[config.mk]
export PLATFORM = sky130hd
export DESIGN_NAME = keypad_scan_ctrl
export DESIGN_NICKNAME = d
export VERILOG_FILES = /design/src/rtl/keypad_scan_ctrl.sv
export SDC_FILE = /design/constraint.sdc
export NUM_CORES = 1
export LEC_CHECK = 0
export ABC_AREA = 1
export CORE_MARGIN = 3
export CORE_UTILIZATION = 30
export DETAILED_ROUTE_END_ITERATION = 8
export PLACE_DENSITY_LB_ADDON = 0.25
export SYNTH_ARGS = -nofsm -noshare
export SYNTH_HDL_FRONTEND = slang
export SYNTH_SLANG_ARGS = --single-unit
export TNS_END_PERCENT = 20
[constraint.sdc]
create_clock -name HCLK -period 4.1 [get_ports HCLK]
set_input_delay 0.41 -clock HCLK [delete_from_list [all_inputs] [get_ports HCLK]]
set_output_delay 0.41 -clock HCLK [all_outputs]
set_load 0.005 [all_outputs]
[src/rtl/keypad_scan_ctrl.sv]
// keypad_scan_ctrl: scans a 4x4 key matrix one row at a time, debounces each
// key over consecutive scans and queues press/release events in a FIFO that
// the CPU side pops.
//
// Ports:
//   HCLK          system clock
//   HRESET        synchronous, active-high reset
//   scan_en       enables scanning (examined in IDLE and at row boundaries)
//   col[3:0]      raw column inputs, 1 = key closed on the driven row (async)
//   row[3:0]      one-hot active-high row drive, 0 when not scanning
//   evt_valid     event FIFO non-empty
//   evt_code[4:0] head entry: [4] press(1)/release(0), [3:0] row*4+col
//   evt_pop       pops the head entry; ignored when empty
//   evt_overflow  sticky flag: an event was dropped on a full FIFO
//   clr_ovf       clears evt_overflow
//   irq           level interrupt, equals evt_valid
module keypad_scan_ctrl #(
    parameter int unsigned SETTLE_CYC     = 16,
    parameter int unsigned DEBOUNCE_SCANS = 4,
    parameter int unsigned FIFO_DEPTH     = 4
) (
    input  logic       HCLK,
    input  logic       HRESET,
    input  logic       scan_en,
    input  logic [3:0] col,
    output logic [3:0] row,
    output logic       evt_valid,
    output logic [4:0] evt_code,
    input  logic       evt_pop,
    output logic       evt_overflow,
    input  logic       clr_ovf,
    output logic       irq
);

    localparam int unsigned SET_W = 8;
    localparam int unsigned DEB_W = 4;
    localparam int unsigned EVT_W = 5;
    localparam int unsigned PTR_W = $clog2(FIFO_DEPTH);
    localparam int unsigned CNT_W = $clog2(FIFO_DEPTH + 1);

    typedef enum logic [1:0] {
        ST_IDLE  = 2'd0,
        ST_DRIVE = 2'd1,
        ST_EVAL  = 2'd2
    } state_t;

    state_t           state;
    logic [1:0]       row_idx;
    logic [1:0]       col_idx;
    logic [SET_W-1:0] settle_cnt;
    logic [3:0]       col_s1;
    logic [3:0]       col_s2;
    logic [3:0]       snap;
    logic [15:0]      deb_state;
    logic [DEB_W-1:0] deb_cnt [16];

    logic [EVT_W-1:0] fifo_mem [FIFO_DEPTH];
    logic [PTR_W-1:0] wr_ptr;
    logic [PTR_W-1:0] rd_ptr;
    logic [CNT_W-1:0] fifo_cnt;
    logic [CNT_W-1:0] fifo_cnt_nxt;

    logic [3:0] key_idx;
    logic       key_samp;
    logic       key_diff;
    logic       key_accept;
    logic       fifo_full;
    logic       do_pop;
    logic       do_push;
    logic       evt_drop;

    // Debounce decision for the key under evaluation and FIFO push/pop arbitration.
    always_comb begin
        key_idx      = {row_idx, col_idx};
        key_samp     = snap[col_idx];
        key_diff     = key_samp != deb_state[key_idx];
        key_accept   = (state == ST_EVAL) && key_diff &&
                       (deb_cnt[key_idx] == DEB_W'(DEBOUNCE_SCANS - 1));
        fifo_full    = fifo_cnt == CNT_W'(FIFO_DEPTH);
        do_pop       = evt_pop && (fifo_cnt != '0);
        // A pop in the same cycle frees a slot, so a full FIFO still accepts.
        do_push      = key_accept && (!fifo_full || do_pop);
        evt_drop     = key_accept && fifo_full && !do_pop;
        fifo_cnt_nxt = fifo_cnt + CNT_W'(do_push) - CNT_W'(do_pop);
    end

    // First-word fall-through: head shown straight from storage.
    assign evt_code = fifo_mem[rd_ptr];

    // Two-flop synchronizer for the asynchronous column lines.
    always_ff @(posedge HCLK) begin
        if (HRESET) begin
            col_s1 <= '0;
            col_s2 <= '0;
        end else begin
            col_s1 <= col;
            col_s2 <= col_s1;
        end
    end

    // Scan FSM, row drive and per-key debounce state.
    always_ff @(posedge HCLK) begin
        if (HRESET) begin
            state      <= ST_IDLE;
            row_idx    <= '0;
            col_idx    <= '0;
            settle_cnt <= '0;
            snap       <= '0;
            row        <= '0;
            deb_state  <= '0;
            for (int i = 0; i < 16; i++) begin
                deb_cnt[i] <= '0;
            end
        end else begin
            case (state)
                ST_IDLE: begin
                    row <= '0;
                    if (scan_en) begin
                        state      <= ST_DRIVE;
                        row_idx    <= '0;
                        settle_cnt <= '0;
                        row        <= 4'b0001;
                    end
                end
                ST_DRIVE: begin
                    if (settle_cnt == SET_W'(SETTLE_CYC - 1)) begin
                        snap       <= col_s2;
                        col_idx    <= '0;
                        settle_cnt <= '0;
                        state      <= ST_EVAL;
                    end else begin
                        settle_cnt <= settle_cnt + SET_W'(1);
                    end
                end
                ST_EVAL: begin
                    if (!key_diff) begin
                        deb_cnt[key_idx] <= '0;
                    end else if (key_accept) begin
                        deb_state[key_idx] <= key_samp;
                        deb_cnt[key_idx]   <= '0;
                    end else begin
                        deb_cnt[key_idx] <= deb_cnt[key_idx] + DEB_W'(1);
                    end

                    if (col_idx == 2'd3) begin
                        if (scan_en) begin
                            row_idx <= row_idx + 2'd1;
                            row     <= 4'(4'b0001 << (row_idx + 2'd1));
                            state   <= ST_DRIVE;
                        end else begin
                            row_idx <= '0;
                            row     <= '0;
                            state   <= ST_IDLE;
                        end
                    end else begin
                        col_idx <= col_idx + 2'd1;
                    end
                end
                default: begin
                    state <= ST_IDLE;
                    row   <= '0;
                end
            endcase
        end
    end

    // Event FIFO storage, pointers, occupancy and sticky overflow flag.
    always_ff @(posedge HCLK) begin
        if (HRESET) begin
            wr_ptr       <= '0;
            rd_ptr       <= '0;
            fifo_cnt     <= '0;
            evt_valid    <= 1'b0;
            irq          <= 1'b0;
            evt_overflow <= 1'b0;
            for (int i = 0; i < int'(FIFO_DEPTH); i++) begin
                fifo_mem[i] <= '0;
            end
        end else begin
            if (do_push) begin
                fifo_mem[wr_ptr] <= {key_samp, key_idx};
                wr_ptr           <= wr_ptr + PTR_W'(1);
            end
            if (do_pop) begin
                rd_ptr <= rd_ptr + PTR_W'(1);
            end
            fifo_cnt  <= fifo_cnt_nxt;
            evt_valid <= fifo_cnt_nxt != '0;
            irq       <= fifo_cnt_nxt != '0;
            // A drop in the same cycle as a clear leaves the flag set.
            if (evt_drop) begin
                evt_overflow <= 1'b1;
            end else if (clr_ovf) begin
                evt_overflow <= 1'b0;
            end
        end
    end

endmodule

# After elaboration in Yosys (flattened, before gate mapping)
# Memory sizes are Yosys's and may differ from the RTL's. A register that Yosys moved wholly into a read port is not among the register bits.
# Index checks and enable logic that the tools add are counted.
[word_totals] ff_bits=55 out_inout_bits=12 wordCells=125 inputBits=9 n_memories=2 ram_bits=84
[memory_table] memory="deb_cnt" words=16 width=4 read_ports=1 rd_ports_with_merged_regs=0 wr=16 line_no="55" source="logic [DEB_W-1:0] deb_cnt [16];"
[memory_table] memory="fifo_mem" words=4 width=5 read_ports=1 rd_ports_with_merged_regs=1 wr=4 line_no="57" source="logic [EVT_W-1:0] fifo_mem [FIFO_DEPTH];"
[classes] shifts=1 order_cmp=3 n_mux=57 bitwise=3 eq_ne=11 add_sub_neg=8 reduce_logical=26
[ops] cell="2-to-1 mux 1 bit" n=28
[ops] cell="2-to-1 mux 4 bit" n=6
[ops] cell="2-to-1 mux 2 bit" n=11
[ops] cell="bitwise mux 16 bit" n=1
[ops] cell="2-to-1 mux 8 bit" n=2
[ops] cell="one-hot mux 8 bit (2 select lines)" n=1
[ops] cell="one-hot mux 4 bit (3 select lines)" n=1
[ops] cell="AND reduction 3 bit" n=4
[ops] cell="adder 2 x 1 -> 2 bit (second input constant)" n=4
[ops] cell="adder 8 x 1 -> 8 bit (second input constant)" n=1
[ops] cell="equality test 8 x 4 -> 1 bit (second input constant)" n=1
[ops] cell="one-hot mux 2 bit (2 select lines)" n=2
[ops] cell="nonzero test 2 bit" n=4
[ops] cell="logical AND 1 bit" n=7
[ops] cell="!= test 2 bit (second input constant)" n=3
[ops] cell="one-hot mux 2 bit (3 select lines)" n=1
[ops] cell="AND reduction 2 bit" n=3
[ops] cell="nonzero test 3 bit" n=2
[ops] cell="less-than comparator 4 x 5 -> 1 bit (second input constant)" n=1
[ops] cell="2-to-1 mux 5 bit" n=1
[ops] cell="OR reduction 5 bit" n=1
[ops] cell="adder 4 x 1 -> 4 bit (second input constant)" n=1
[ops] cell="binary-select mux 1 bit (select 4 bit)" n=1
[ops] cell="demux 1 bit (select 4 bit)" n=1
[ops] cell="other kinds (18)" n=21

# Depth between registers and ports, before layout
[logic_depth] depth_word=14 depth_mapped=23 depth_no_buf=21

# Least setup slack after synthesis
# Ideal clock, no wire load.
[synth_timing] path_kind="register to register" from="reg col_idx[0]" to="reg irq" stages_incl_launch_ff=22 synth_period_minus_slack_ps=3286 required_ps=3985 slack_ps=814 n_path_buf=3 setup_ps=115 t_arrival_ps=3170 cell_sequence="dfxtp_1 -> buf_6 -> buf_4 -> buf_4 -> o21ai_0 -> o221ai_1 -> nand3_1 -> nand2_1 -> ha_1 -> nand3_1 -> inv_2 -> nand2_4 -> nor2_4 -> nand2_1 -> ha_1 -> inv_1 -> ha_1 -> inv_1 -> fa_1 -> nand2_1 -> o21ai_0 -> inv_1"
[synth_between] elab_chain_len=9 word_cells_on_any_way=13 cone_classes="add/sub: 2; eq/ne: 2; mux: 4; reduce/logical: 4; memory: 1"
[synth_rtl] item="start, declared" line_no="49" source="logic [1:0] col_idx;"
[synth_rtl] item="start signal, assigned" line_no="156" source="col_idx <= col_idx + 2'd1;"
[synth_rtl] item="binary-select mux 1 bit (select 4 bit) or binary-select mux 1 bit (select 2 bit) (tied branches)" line_no="76, 75"
[synth_rtl] item="2-to-1 mux 1 bit (on tied branches)" line_no="76, 75"
[synth_rtl] item="!= test 1 bit" line_no="76" source="key_diff = key_samp != deb_state[key_idx];"
[synth_rtl] item="logical AND 1 bit" line_no="77" source="key_accept = (state == ST_EVAL) && key_diff &&"
[synth_rtl] item="logical AND 1 bit *" line_no="77"
[synth_rtl] item="logical AND 1 bit *" line_no="82" source="do_push = key_accept && (!fifo_full || do_pop);"
[synth_rtl] item="adder 3 x 1 -> 3 bit *" line_no="84" source="fifo_cnt_nxt = fifo_cnt + CNT_W'(do_push) - CNT_W'(do_pop);"
[synth_rtl] item="subtractor 3 x 1 -> 3 bit *" line_no="84"
[synth_rtl] item="nonzero test 3 bit *" line_no="189" source="irq <= fifo_cnt_nxt != '0;"
[synth_rtl] item="end signal, assigned" line_no="174" source="irq <= 1'b0;"
[synth_rtl] item="end signal, assigned" line_no="189"
[synth_rtl] item="end, declared" line_no="32" source="output logic irq"
# Mark *: on every way between the ends. The rest lies on a longest branch, timed or not. The select of a mux whose other input is x is not followed.
# A chain may end at the register's enable or synchronous reset.

# Worst setup path in the final report
# Ends and elaborated chain as after synthesis.

==> out/summary.txt <==
status -> finished, final reports clean
Post-Place Setup Slack -> 0.573 ns
share of cells above drive strength 1 -> 11.1%
core area -> 0.0222 mm²
#FFs+latches synth -> 141
CTS Buf Count -> 17
Max Cap Viol -> 0
aggregate negative setup slack -> 0 ns
Initial Utilization -> 31.1%
# port buffers -> 20
Critical Path AT -> 3.84 ns
worst min-delay path startpoint -> col_s1[3]
post-CTS setup repair buffer count -> 0
number of global-route vias before repair -> 5042
drt drc -> 0
final hold vios -> 0
pin count of the biggest net entering global routing -> 49
Clock Sinks -> 141
Netlist Area Pre-Place -> 0.00689 mm²
worst hold path depth -> 2
Max FO, Critical Path -> 48
DP Cell Count -> 1060
global-route wire length before repair -> 27.2 mm
htree depth -> 4
startpoint type of the worst setup path -> register
RSZ-0062 raised after global routing -> false
Total Routing Usage GR -> 14.2%
max-slew violation count -> 0
sequential fraction of the synthesis area -> 53.2%
Achievable Freq -> 0.284 GHz
CTS tree -> built
worst IR drop on VDD -> 0.218 mV
Pwr Density -> 434 mW/mm²
slew margin rel. -> 37.1%
chip width -> 157 µm
Layout Cells excl Fill -> 1092
Clock Tree Buf Depth -> 2
yosys warns -> 0
NumNets Final -> 822
clk root buf -> clkbuf_16
Final Cycle Share -> 85.9%
row count -> 54
Top Family by Delay on Critical Path -> adder cells
top-level I/O count -> 21
Initial DRC Count -> 546
diode count -> 0
hpwl dp -> 11.3 mm
Worst Path Buf+Inv -> 5
Die ar. -> 0.0248 mm²
Data required, critical path -> 4.42 ns
launching point of the worst reg2reg path -> col_idx[0]
Routed WL -> 16.7 mm
Final min period -> 3.52 ns
Stages on worst setup path -> 19
Final Skew -> 0.0101 ns
Post-Syn Instances -> 782
critical path, cell by cell -> buf_4, o21ai_0, o211ai_1, o211ai_1, nand2_1, ha_1, nand3_1, inv_2, nand2_4, nor2_4, nand2_1, ha_1, inv_1, ha_1, inv_1, fa_1, xor2_1, o21ai_0, inv_1
gr ovfl total -> 0
setup ws final -> 0.576 ns
max incr delay on CP -> 0.42 ns
Post-CTS Hold Buffers -> 0
Worst-path clk slew -> 0.06 ns
hold crit path type -> reg -> reg
leakage -> 2.95 nW
P&R area growth vs syn -> 14.4%
initial antenna violation count -> 0
FF-to-FF path depth -> 19
Worst path slowest cell -> buf_4
Final Util -> 35.6%
first drt pass iteration count -> 6
syn_area_per_cell -> 8.80 µm²
vias post-DR -> 5215
vias per std cell -> 4.78
clock network latency to the later pin of the worst-skew pair -> 0.43 ns
Die Span Y -> 157 µm
wire length per cell -> 15.3 µm
Crit Path Class -> reg -> reg
Synth cell types -> 43
placer's final routability congestion estimate -> 0.799
Fin Hold WS -> 0.406 ns
Worst Tran Pin Value -> 0.941 ns
Final ANT Viol Nets -> 0
post-cts resize count -> 0
Synthesized Nets -> 805
Final Setup Violations -> 0
CP startpoint -> col_idx[0]
Setup crit end kind -> register
layout make-up:
cell class              count  area (µm²)
flip-flops and latches    141        3660
fillers                  2281       14300
well taps                 280         350
clock inverters            11        78.8
repair buffers             36         315
inverters                  81         304
multi-input cells         522        2670
clock buffers              21         493
routing by layer:
layer | vias up | wire length, µm | GRT usage [%]
met5 | - | 0 | 0
met4 | 0 | 174 | 3.72
met3 | 15 | 573 | 3.13
met2 | 92 | 8030 | 23.4
met1 | 2453 | 7900 | 19.0
li1 | 2655 | - | -
final timing paths:
kind                            slack [ns]         to
worst min register to register        0.41  col_s2[3]
worst min-delay path                  0.41  col_s2[3]
worst max register to register        0.58        irq
worst max-delay path                  0.58        irq
cell usage after synthesis (all sizes together):
library cell	count	area share, %
o21bai	2	0.22
a221oi	1	0.13
a31oi	1	0.091
xor2	2	0.25
or2	2	0.18
nor4	1	0.091
a32oi	1	0.13
o221ai	2	0.25
nand2	143	8.1
o22ai	6	0.55
o211ai	9	0.98
nor2	131	8.4
fa	1	0.29
a2bb2oi	1	0.13
a211oi	2	0.22
a21oi	37	2.7
clkinv	2	0.11
xnor2	1	0.13
buf	23	2.7
nand4	5	0.55
nand3	60	4.8
o21ai	62	4.5
o31a	1	0.13
nor3	38	3.6
ha	13	2.4
edfxtp	84	37
clkbuf	15	0.82
dfxtp	57	17
inv	79	4.3
placed cells by master (no fill, tap or decap), types with 3 or more instances in the layout:
master and instances:
o211ai_1 9, nand2_1 136, o21ai_0 56, nor3_2 11, nand4_1 4, inv_2 5, inv_1 74, clkinv_4 3
o21ai_1 6, nor2_4 12, ha_1 13, buf_4 16, nor2_1 119, dfxtp_1 57, nand2_2 6, nor3_1 27
clkinv_2 3, clkdlybuf4s50_1 19, o22ai_1 6, a21oi_1 37, edfxtp_1 84, nand3_1 55, clkbuf_16 19, nand3_2 4
kinds of logic after synthesis:
logic type,Yosys count,synth area share (%)
AOI/OAI and AO/OA,125,10.0
DFF,141,53.2
adders and majority gates,14,2.65
and+or+nand+nor,380,25.8
buffers and inverters,119,7.96
xor gates and xnor gates,3,0.382
power breakdown:
| group | total (mW) | switching (mW) | internal (mW) |
|---|---|---|---|
| registers | 1.60 | 0.0432 | 1.56 |
| logic | 0.339 | 0.195 | 0.143 |
| clock network | 1.48 | 0.613 | 0.865 |
| total | 3.42 | 0.851 | 2.57 |
registers in the layout, indices dropped and copies added (netlist names), 3 cells and up, named ones only:
signal	count
deb_cnt	64
fifo_mem	20
deb_state	16
settle_cnt	8
col_s1	4
col_s2	4
row	4
snap	4
fifo_cnt	3
worst min-delay path: cells and delay by family, from the launching register on:
kind | cells | cell delay, ns
flip-flops | 1 | 0.29
AND/OR/NAND/NOR | 1 | 0.03
buffers and inverters | 1 | 0.04
metrics by stage:
stage / power (mW) / area, µm²
floorplan: 1.84 / 6890
global placement: 1.98 / 7310
detailed placement: 1.98 / 7310
CTS: 3.45 / 7880
global route: 3.57 / 7880
finish: 3.42 / 7880
Note: power is estimated with default switching activity, not from simulation.
==> RTL edit: new RTL, same flow settings <==
Reset style: asynchronous (`HRESET`), changed in 3 clocked blocks. Comments in the files are not updated.
--- a/src/rtl/keypad_scan_ctrl.sv
+++ b/src/rtl/keypad_scan_ctrl.sv
@@ -88,7 +88,7 @@
     assign evt_code = fifo_mem[rd_ptr];
 
     // Two-flop synchronizer for the asynchronous column lines.
-    always_ff @(posedge HCLK) begin
+    always_ff @(posedge HCLK or posedge HRESET) begin
         if (HRESET) begin
             col_s1 <= '0;
             col_s2 <= '0;
@@ -99,7 +99,7 @@
     end
 
     // Scan FSM, row drive and per-key debounce state.
-    always_ff @(posedge HCLK) begin
+    always_ff @(posedge HCLK or posedge HRESET) begin
         if (HRESET) begin
             state      <= ST_IDLE;
             row_idx    <= '0;
@@ -165,7 +165,7 @@
     end
 
     // Event FIFO storage, pointers, occupancy and sticky overflow flag.
-    always_ff @(posedge HCLK) begin
+    always_ff @(posedge HCLK or posedge HRESET) begin
         if (HRESET) begin
             wr_ptr       <= '0;
             rd_ptr       <= '0;
Formal check against the unedited RTL: differs if HRESET is asserted again (counterexample within 4 cycles, from zero or initial values and one cycle with HRESET high); with HRESET held inactive, the same outputs for 10 cycles.
==> RTL edit against the unedited design <==
Design area is 5.0% higher; area after synthesis increased by 4.1%; power down 0.88%; wire length rose by 8.7%; worst setup slack worse by 260 ps; sequential cell count fell by 2; worst hold slack lost 58 ps; largest power group is now clock.
==> RTL edit: results <==
group,metric,value,unit
placement,dp_slack,270.6,ps
pwr,power.switching,814.8,uW
yosys,ys_types,35,
timing,fin_skew,10.72,ps
cells_and_area,nNetsFinal,978,
pwr,combinationalPowerShare,9.1,%
pwr,pwr-share-clk,48.2,%
worst_hold_path,min-delay-path-class,"reg -> reg",
cells_and_area,seq_area,3480,um2
setup_path,crit_start,"col_idx[0]",
floorplanning,fp.dieW,160.6,um
cells_and_area,multi_input_gates,666,
setup_path,slowest_stage,"dfrtp_2",
routing,dr.first_iter.drc_count,445,
yosys,synthCells,932,
placement,placed_cell_area,7650,um2
routing,dr.pass1.iters,4,
cells_and_area,multi_input_area,3094,um2
cells_and_area,stdcell_count,1277,
cells_and_area,buffer_area_share,4.113,%
cells_and_area,nFlopsAndLatches,139,
setup_path,r2r_slack,320,ps
outcome,outcome,"completed",
cells_and_area,clock_buffers,18,
pwr,total_power,3389,uW
yosys,async_flop_share,100.0,%
cells_and_area,area_delta_synth_final,15.39,%
routing,wl,18130,um
setup_path,critPathMaxStageDelay,600,ps
pwr,peakVddDrop,0.2430,mV
clocking,cts_made_buffers,17,
setup_path,cp_max_fo,33,
worst_hold_path,min_path_cells,0,
pwr,p_leak,0.004117,uW
grt,grt_pass1_vias,5608,
routing,num_vias,5815,
cells_and_area,drive_above_1_share,8.195,%
grt,grt_usage,14.63,%
placement,gp_congestion,0.7664,
grt,grt_max_degree,140,
timing,max-slew-margin-rel,48.18,%
yosys,synth_common_cells,"nand2_1, dfrtp_1, inv_1",
worst_hold_path,hold_end,"col_s2[3]",
worst_hold_path,min-delay-start,"col_s1[3]",
cells_and_area,inverters,90,
timing,period_needed,3783,ps
timing,whs,347.5,ps
grt,grt_pass1_wl,30240,um
setup_path,r2r-end,"irq",
yosys,synth_nets,959,
placement,dp_hpwl,12120,um
setup_path,arrival,4080,ps
yosys,netlist_top_cells_area,"dfrtp_1, nand2_1, nand3_1, inv_1, nor2_1",
cells_and_area,fillerInstances,2430,
placement,dp_cells,1245,
-- RTL edit: cell count changes after synthesis, sizes merged, moves of 34 or more --
cell	unedited run	this run
dfxtp	57	0
edfxtp	84	0
dfrtp	0	139
nor3	38	4
nor2	131	93
nand2	143	362
-- RTL edit: per-layer routing --
| metal | global-route usage (%) | routed length, um | vias to the layer above |
|---|---|---|---|
| li1 | - | - | 2976 |
| met1 | 20.67 | 9132 | 2741 |
| met2 | 23.08 | 8343 | 91 |
| met3 | 2.915 | 518 | 7 |
| met4 | 3.590 | 132 | 0 |
| met5 | 0 | 0 | - |
-- RTL edit: cells by family (layout without fill, tap and decap cells) --
group	after synthesis	after routing	share of synthesized area (%)
multiplexers	4	4	0.6281
AO/OA/AOI/OAI	76	76	5.654
XOR/XNOR	5	5	0.7156
flip-flops	139	139	48.51
AND/OR/NAND/NOR	563	563	32.84
buffers and inverters	127	159	8.411
adder cells (fa/ha/maj)	18	18	3.245
